File: config.mk
export PLATFORM = sky130hd
export DESIGN_NAME = ecc_93_enc_fault_detc
export DESIGN_NICKNAME = d
export VERILOG_FILES = /design/src/rtl/ecc_93_pkg.sv /design/src/rtl/ecc_93_enc.sv /design/src/rtl/ecc_93_enc_fault_detc.sv
export SDC_FILE = /design/constraint.sdc
export NUM_CORES = 1
export LEC_CHECK = 0
export ABC_AREA = 1
export ABC_CLOCK_PERIOD_IN_PS = 4900
export CORE_MARGIN = 1.5
export CORE_UTILIZATION = 57
export DETAILED_ROUTE_END_ITERATION = 8
export HOLD_SLACK_MARGIN = 0.1
export PLACE_DENSITY = 0.84
export SLEW_MARGIN = 5
export SYNTH_ARGS = -nofsm -noshare
export SYNTH_HDL_FRONTEND = slang
export SYNTH_HIERARCHICAL = 1
export SYNTH_SLANG_ARGS = --single-unit
File: constraint.sdc
create_clock -name clk -period 4.9 [get_ports clk]
set_clock_uncertainty 0.2 [all_clocks]
set_input_delay 0.735 -clock clk [delete_from_list [all_inputs] [get_ports clk]]
set_output_delay 0.735 -clock clk [all_outputs]
set_load 0.02 [all_outputs]
File: src/rtl/ecc_93_pkg.sv
// Shared constants and parity helpers for the 93-bit SECDED write-side encoder.
// Data bits occupy non-power-of-two codeword positions 3..100.
package ecc_93_pkg;

  localparam int DATA_WIDTH   = 93;
  localparam int PARITY_WIDTH = 8;
  localparam int HAM_BITS     = 7;
  localparam int CODE_LEN     = 100;

  typedef logic [DATA_WIDTH-1:0][HAM_BITS-1:0] pos_tbl_t;
  typedef logic [HAM_BITS-1:0][DATA_WIDTH-1:0] mask_tbl_t;

  function automatic pos_tbl_t build_pos_tbl();
    pos_tbl_t t;
    int       idx;
    t   = '0;
    idx = 0;
    for (int p = 1; p <= CODE_LEN; p++) begin
      if ((p & (p - 1)) != 0) begin
        t[idx] = 7'(p);
        idx++;
      end
    end
    return t;
  endfunction

  // Codeword position of each data bit, indexed by data bit.
  localparam pos_tbl_t POS_TBL = build_pos_tbl();

  function automatic mask_tbl_t build_masks();
    mask_tbl_t m;
    m = '0;
    for (int h = 0; h < HAM_BITS; h++) begin
      for (int d = 0; d < DATA_WIDTH; d++) begin
        m[h][d] = POS_TBL[d][h];
      end
    end
    return m;
  endfunction

  localparam mask_tbl_t PAR_MASK = build_masks();

  function automatic logic [PARITY_WIDTH-1:0] secded_parity(input logic [DATA_WIDTH-1:0] data);
    logic [PARITY_WIDTH-1:0] p;
    p = {PARITY_WIDTH{1'b0}};
    for (int h = 0; h < HAM_BITS; h++) begin
      p[h] = ^(data & PAR_MASK[h]);
    end
    // Overall bit covers data plus the Hamming bits.
    p[PARITY_WIDTH-1] = (^data) ^ (^p[HAM_BITS-1:0]);
    return p;
  endfunction

endpackage

File: src/rtl/ecc_93_enc.sv
// Purely combinational SECDED parity generator for one 93-bit word.
module ecc_93_enc
  import ecc_93_pkg::*;
(
  input  logic [DATA_WIDTH-1:0]   data,
  output logic [PARITY_WIDTH-1:0] parity
);

  // Parity from the shared coverage masks.
  always_comb begin
    parity = secded_parity(data);
  end

endmodule

File: src/rtl/ecc_93_enc_fault_detc.sv
// Lockstep SECDED encoder: two parity instances compared, registered output beat.
// Optional error injection on data_out[1:0] when ECC_93_ERR_INJ_EN is defined.
module ecc_93_enc_fault_detc
  import ecc_93_pkg::*;
#(
  parameter int FAULT_CNT_WIDTH = 8
) (
  input  logic                       clk,
  input  logic                       rst,
  input  logic                       ecc_fault_detc_en,
  input  logic                       bypass,
  input  logic                       in_valid,
  output logic                       in_ready,
  input  logic [DATA_WIDTH-1:0]      data_in,
  output logic                       out_valid,
  input  logic                       out_ready,
  output logic [DATA_WIDTH-1:0]      data_out,
  output logic [PARITY_WIDTH-1:0]    parity_out,
  output logic                       ecc_fault,
  output logic                       fault_sticky,
  output logic [FAULT_CNT_WIDTH-1:0] fault_cnt,
`ifdef ECC_93_ERR_INJ_EN
  input  logic                       inj_sbit,
  input  logic                       inj_dbit,
`endif
  input  logic                       fault_clr
);

  localparam logic [FAULT_CNT_WIDTH-1:0] CNT_MAX = {FAULT_CNT_WIDTH{1'b1}};

  logic [PARITY_WIDTH-1:0] p0_s;
  logic [PARITY_WIDTH-1:0] p1_s;
  logic [DATA_WIDTH-1:0]   data_mod_s;
  logic                    accept_s;
  logic                    mismatch_s;
  logic                    count_s;

  // Redundant instances must survive synthesis as distinct logic.
  (* keep_hierarchy = "yes", dont_touch = "true" *)
  ecc_93_enc u0 (.data(data_in), .parity(p0_s));
  (* keep_hierarchy = "yes", dont_touch = "true" *)
  ecc_93_enc u1 (.data(data_in), .parity(p1_s));

  assign in_ready   = ~out_valid | out_ready;
  assign accept_s   = in_valid & in_ready;
  assign mismatch_s = (p0_s != p1_s) & ecc_fault_detc_en & ~bypass;
  assign count_s    = accept_s & mismatch_s;

`ifdef ECC_93_ERR_INJ_EN
  logic inj_s_pend_r;
  logic inj_d_pend_r;
  logic flip_s_s;
  logic flip_d_s;

  assign flip_s_s = inj_sbit | inj_s_pend_r;
  assign flip_d_s = inj_dbit | inj_d_pend_r;

  // Apply the pending injection to the outgoing data only; parity sees clean data.
  always_comb begin
    data_mod_s = data_in;
    if (flip_d_s) begin
      data_mod_s[1:0] = ~data_in[1:0];
    end else if (flip_s_s) begin
      data_mod_s[0] = ~data_in[0];
    end else begin
      data_mod_s = data_in;
    end
  end

  // One-shot injection requests held until an accept consumes them.
  always_ff @(posedge clk or posedge rst) begin
    if (rst) begin
      inj_s_pend_r <= 1'b0;
      inj_d_pend_r <= 1'b0;
    end else if (accept_s) begin
      inj_s_pend_r <= 1'b0;
      inj_d_pend_r <= 1'b0;
    end else begin
      inj_s_pend_r <= inj_s_pend_r | inj_sbit;
      inj_d_pend_r <= inj_d_pend_r | inj_dbit;
    end
  end
`else
  assign data_mod_s = data_in;
`endif

  // Single-stage output register with valid/ready handshake.
  always_ff @(posedge clk or posedge rst) begin
    if (rst) begin
      out_valid  <= 1'b0;
      data_out   <= {DATA_WIDTH{1'b0}};
      parity_out <= {PARITY_WIDTH{1'b0}};
      ecc_fault  <= 1'b0;
    end else if (accept_s) begin
      out_valid  <= 1'b1;
      data_out   <= data_mod_s;
      parity_out <= bypass ? {PARITY_WIDTH{1'b0}} : p0_s;
      ecc_fault  <= mismatch_s;
    end else if (out_ready) begin
      out_valid  <= 1'b0;
    end else begin
      out_valid  <= out_valid;
    end
  end

  // Sticky flag and saturating counter; a same-cycle mismatch wins over clear.
  always_ff @(posedge clk or posedge rst) begin
    if (rst) begin
      fault_sticky <= 1'b0;
      fault_cnt    <= {FAULT_CNT_WIDTH{1'b0}};
    end else if (fault_clr) begin
      fault_sticky <= count_s;
      fault_cnt    <= count_s ? FAULT_CNT_WIDTH'(1) : {FAULT_CNT_WIDTH{1'b0}};
    end else if (count_s) begin
      fault_sticky <= 1'b1;
      fault_cnt    <= (fault_cnt == CNT_MAX) ? CNT_MAX : fault_cnt + FAULT_CNT_WIDTH'(1);
    end else begin
      fault_sticky <= fault_sticky;
      fault_cnt    <= fault_cnt;
    end
  end

endmodule
==> results.md <==
- The most repeated library cell on the critical path is sky130_fd_sc_hd__nand2_1.
- The tightest hold path in the finished design has a slack of 0.273 ns.
- The combined area of all synthesized cells is 14100 um2.
- Once the clock tree was built, the setup fixing pass inserted 0 buffers.
- The routability congestion estimate is 0.944.
- Of the available clock period, the critical path in the final layout requires 86.9%.
- The smallest clock period supported by the final layout is computed as 4.26 ns.
- The required time of the critical path is 4.98 ns.
- The repair_antennas step left the layout with diodes totalling 0.
- Setup repair after global routing left no endpoint under its margin.
- The final routed wire length divided by cell count is 13.2 um.
- The TritonCTS clock tree is yes.
- The die area is 25800 um2.
- The share of the Yosys chip area taken by registers is 19.8%.
- The final setup TNS is 0 ns.
- The flow ran to the end, and the final reports show no timing, DRC or antenna violations.
- The placeable core region is 24300 um2.
- The post-cts sizing count is 0.
- The largest single stage delay on the critical path is 0.81 ns.
- The worst hold path startpoint is data_out[55]$_DFFE_PP0P_.
- The dominant combinational cell family by area after synthesis is simple AND/OR/NAND/NOR gates.
- The H-tree depth is 3.
- The cts-stage hold buffer count is 0.
- The synthesized-area fraction occupied by ao, oa, aoi and oai cells is 0.540%.
- The setup-violating endpoint count in the final report is 0.
- The kind of launch point of the worst setup path is a primary input.
- Clock latency on the worst-skew pair, taken at its later pin, is 0.38 ns.
- STA classifies the critical path endpoint as a flip-flop.
- The synthesized netlist devotes 0.0884% of its cell area to adder and majority cells.
- The initial antenna violation count was 0.
- Counting instances, the worst hold path has a depth of 2.
- Global routing finished with a remaining overflow of 0.
- The total number of placement rows is 57.
- In this run the horizontal extent of the chip is 161 um.
- Setup slack on the critical path of the routed design comes to 0.641 ns.
- The count of unique library cells instantiated by Yosys is 33.
- The number of storage elements in the synthesis netlist is 112.
- The overall global routing resource usage is 33.1%.
- During placement, the flow inserted port buffers numbering 212.
- The post-synthesis net count is 2807.
- Summed over all cells, the static leakage comes to 10.4 nW.
- The cell sitting at the root of the clock tree is a sky130_fd_sc_hd__clkbuf_16.
- Overall power consumption after layout is estimated at 4.73 mW.
- The detail route stage leaves a number of antenna-violating nets equal to 0.
- The kind of critical path is primary input to flip-flop.
- The initial utilization of the core area, before any placement, comes to 58.2%.
- The most common cell after layout, fill and taps aside is sky130_fd_sc_hd__nand2_1.
- The TritonCTS sink count is 112.
- The net total in the final layout is 3002.
- Pin placement for this block handled 213 I/O pins.
- In this run the mean area of a mapped cell was 5.23 um2.
- The total number of yosys warnings is 6.
- The largest net degree at the start of global routing is 98.
- The clock transition time at the flip-flop clock pins of the worst setup and hold paths is 0.10 ns.
- The post-route netlist has 7.30% of its cells at a drive strength greater than 1.
- The largest vdd supply drop is 169 uV.
- The worst register-to-register path begins at out_valid$_DFFE_PP0P_.
- The timing startpoint of the critical path is data_in[40].
- The number of detailed-route iterations in the first pass is 6.
- The maximum frequency from static timing analysis is 235 MHz.
- The area share of and/or/nand/nor cells after synthesis is 60.4%.
- After technology mapping, the gate count stands at 2706.
- After Yosys synthesis, XOR and XNOR cells account for 7.52% of the synthesized area.
- The count of pins over their slew limit is 0.
- Measured along the y axis, the die boundary spans 161 um.
- No sink is reached through more buffers than the 2 on the longest clock path.
- The number of hold-slack violations in the final timing report is 0.
- The layout overhead on the synthesized area is 19.0%.
- The residual DRC count is 0.
- Clock tree synthesis inserted a total of 9 buffers.
- The routed wire length is 42600 um.
- The first-pass GRT wire length is 70700 um.
- The data arrival time of the worst path is 4.34 ns.
- The power density over cell area is 281 nW/um2.
- The worst-case setup slack after placement is 0.314 ns.
- Summed over all nets, the half-perimeter wirelength after detailed placement is 34200 um.
- The worst-margin pin slew is 1.01 ns.
- The via count of the first global-routing pass is 15000.
- Using the TritonRoute via totals, the vias-per-cell ratio works out to 5.10.
- The number of max-cap violations is 0.
- The min-delay analysis places its worst path in the category flip-flop to flip-flop.
- The share of cell area taken by muxes after synthesis is 0%.
- The total vias in the final route is 16500.
- The slowest stage cell on the critical path is sky130_fd_sc_hd__clkdlybuf4s50_1.
- The maximum fanout along the worst path is 11.
- For this block, the initial DRC count from the detailed router was 1324.
- The worst slew margin relative to its limit is 32.8%.
- The depth of the worst register-to-register path is 5.
- In the layout the commonest cells are 1628 x sky130_fd_sc_hd__nand2_1, 302 x sky130_fd_sc_hd__inv_1, 224 x sky130_fd_sc_hd__nand3_1.
path summary, 6_finish.rpt:
check / end / slack, ns
max: fault_cnt[6]$_DFFE_PP0P_ / 0.64
min: data_out[55]$_DFFE_PP0P_ / 0.27
max reg2reg: data_out[48]$_DFFE_PP0P_ / 2.71
min reg2reg: data_out[55]$_DFFE_PP0P_ / 0.27
max in group asynchronous: data_out[40]$_DFFE_PP0P_ / 3.10
min in group asynchronous: data_out[90]$_DFFE_PP0P_ / 0.61
final cells by class:
| cell class | instances | area [um2] |
|---|---|---|
| multi-input combinational | 2194 | 9700 |
| fill | 2242 | 7490 |
| sequential | 112 | 2800 |
| timing repair buffer | 230 | 2270 |
| inverter | 354 | 1340 |
| tap | 324 | 405 |
| clock buffer | 9 | 225 |
| clock inverter | 7 | 91.3 |
through the flow:
stage	instance area (um2)	util [%]	cells
3_3_place_gp	16500	67.9	3214
2_1_floorplan	14100	-	2706
5_1_grt	16800	69.2	3230
4_1_cts	16800	69.2	3230
3_5_place_dp	16500	67.9	3214
6_report	16800	69.2	3230
where the power goes:
| part | switching (mW) | internal (mW) |
|---|---|---|
| clock network | 0.452 | 0.378 |
| logic | 1.79 | 0.998 |
| registers | 0.0665 | 1.05 |
| total | 2.31 | 2.42 |
sequential cells by signal, summed over array words and instances, names as in the netlist:
signal,cells
fault_sticky,1
out_valid,1
ecc_fault,1
parity_out,8
data_out,93
fault_cnt,8
synth_stat cells:
cell type	number	share of area (%)
sky130_fd_sc_hd__inv_1	303	8.0
sky130_fd_sc_hd__nand3_2	12	0.85
sky130_fd_sc_hd__clkbuf_1	12	0.32
sky130_fd_sc_hd__a21o_1	2	0.11
sky130_fd_sc_hd__nand2_2	93	4.1
sky130_fd_sc_hd__nand2_1	1628	43
sky130_fd_sc_hd__buf_6	10	0.80
sky130_fd_sc_hd__buf_4	12	0.64
sky130_fd_sc_hd__a21oi_4	1	0.12
sky130_fd_sc_hd__nand2b_1	2	0.088
sky130_fd_sc_hd__buf_2	10	0.35
sky130_fd_sc_hd__clkbuf_2	2	0.071
sky130_fd_sc_hd__inv_4	4	0.18
sky130_fd_sc_hd__nand3_1	224	7.9
sky130_fd_sc_hd__nor2_4	3	0.24
sky130_fd_sc_hd__dfrtp_1	112	20
sky130_fd_sc_hd__inv_2	44	1.2
sky130_fd_sc_hd__ha_1	1	0.088
sky130_fd_sc_hd__or2_2	2	0.088
sky130_fd_sc_hd__nand2_4	5	0.40
sky130_fd_sc_hd__nor2_1	54	1.4
sky130_fd_sc_hd__xnor2_1	66	4.1
sky130_fd_sc_hd__nand3b_1	8	0.42
sky130_fd_sc_hd__or2_1	2	0.088
sky130_fd_sc_hd__o21ai_0	9	0.32
sky130_fd_sc_hd__nor2_2	6	0.27
sky130_fd_sc_hd__and2_1	2	0.088
sky130_fd_sc_hd__clkinv_1	3	0.080
sky130_fd_sc_hd__xnor2_2	4	0.46
sky130_fd_sc_hd__nor2_8	2	0.28
sky130_fd_sc_hd__nand3b_2	1	0.080
sky130_fd_sc_hd__xor2_1	48	3.0
sky130_fd_sc_hd__nand4_1	19	0.84
worst max-delay path, delay by kind of cell:
family | cells | cell delay, ns
buf+inv | 5 | 1.16
simple gates | 24 | 2.43
per-layer routing:
metal	routed length (um)	vias to the layer above	share of wire (%)	track usage [%]
met4	1070	0	2.5	9.98
met3	2630	74	6.2	4.44
met2	20300	497	48	57.8
met5	0	-	0	0
li1	-	8478	-	-
met1	18600	7436	44	42.5
cells by family after synthesis:
group / count (synthesis)
compound gates: 12
xor+xnor: 118
fa+ha+maj: 1
buf+inv: 400
flops: 112
simple gates: 2063
No activity file was read; power rests on OpenSTA's default activity.
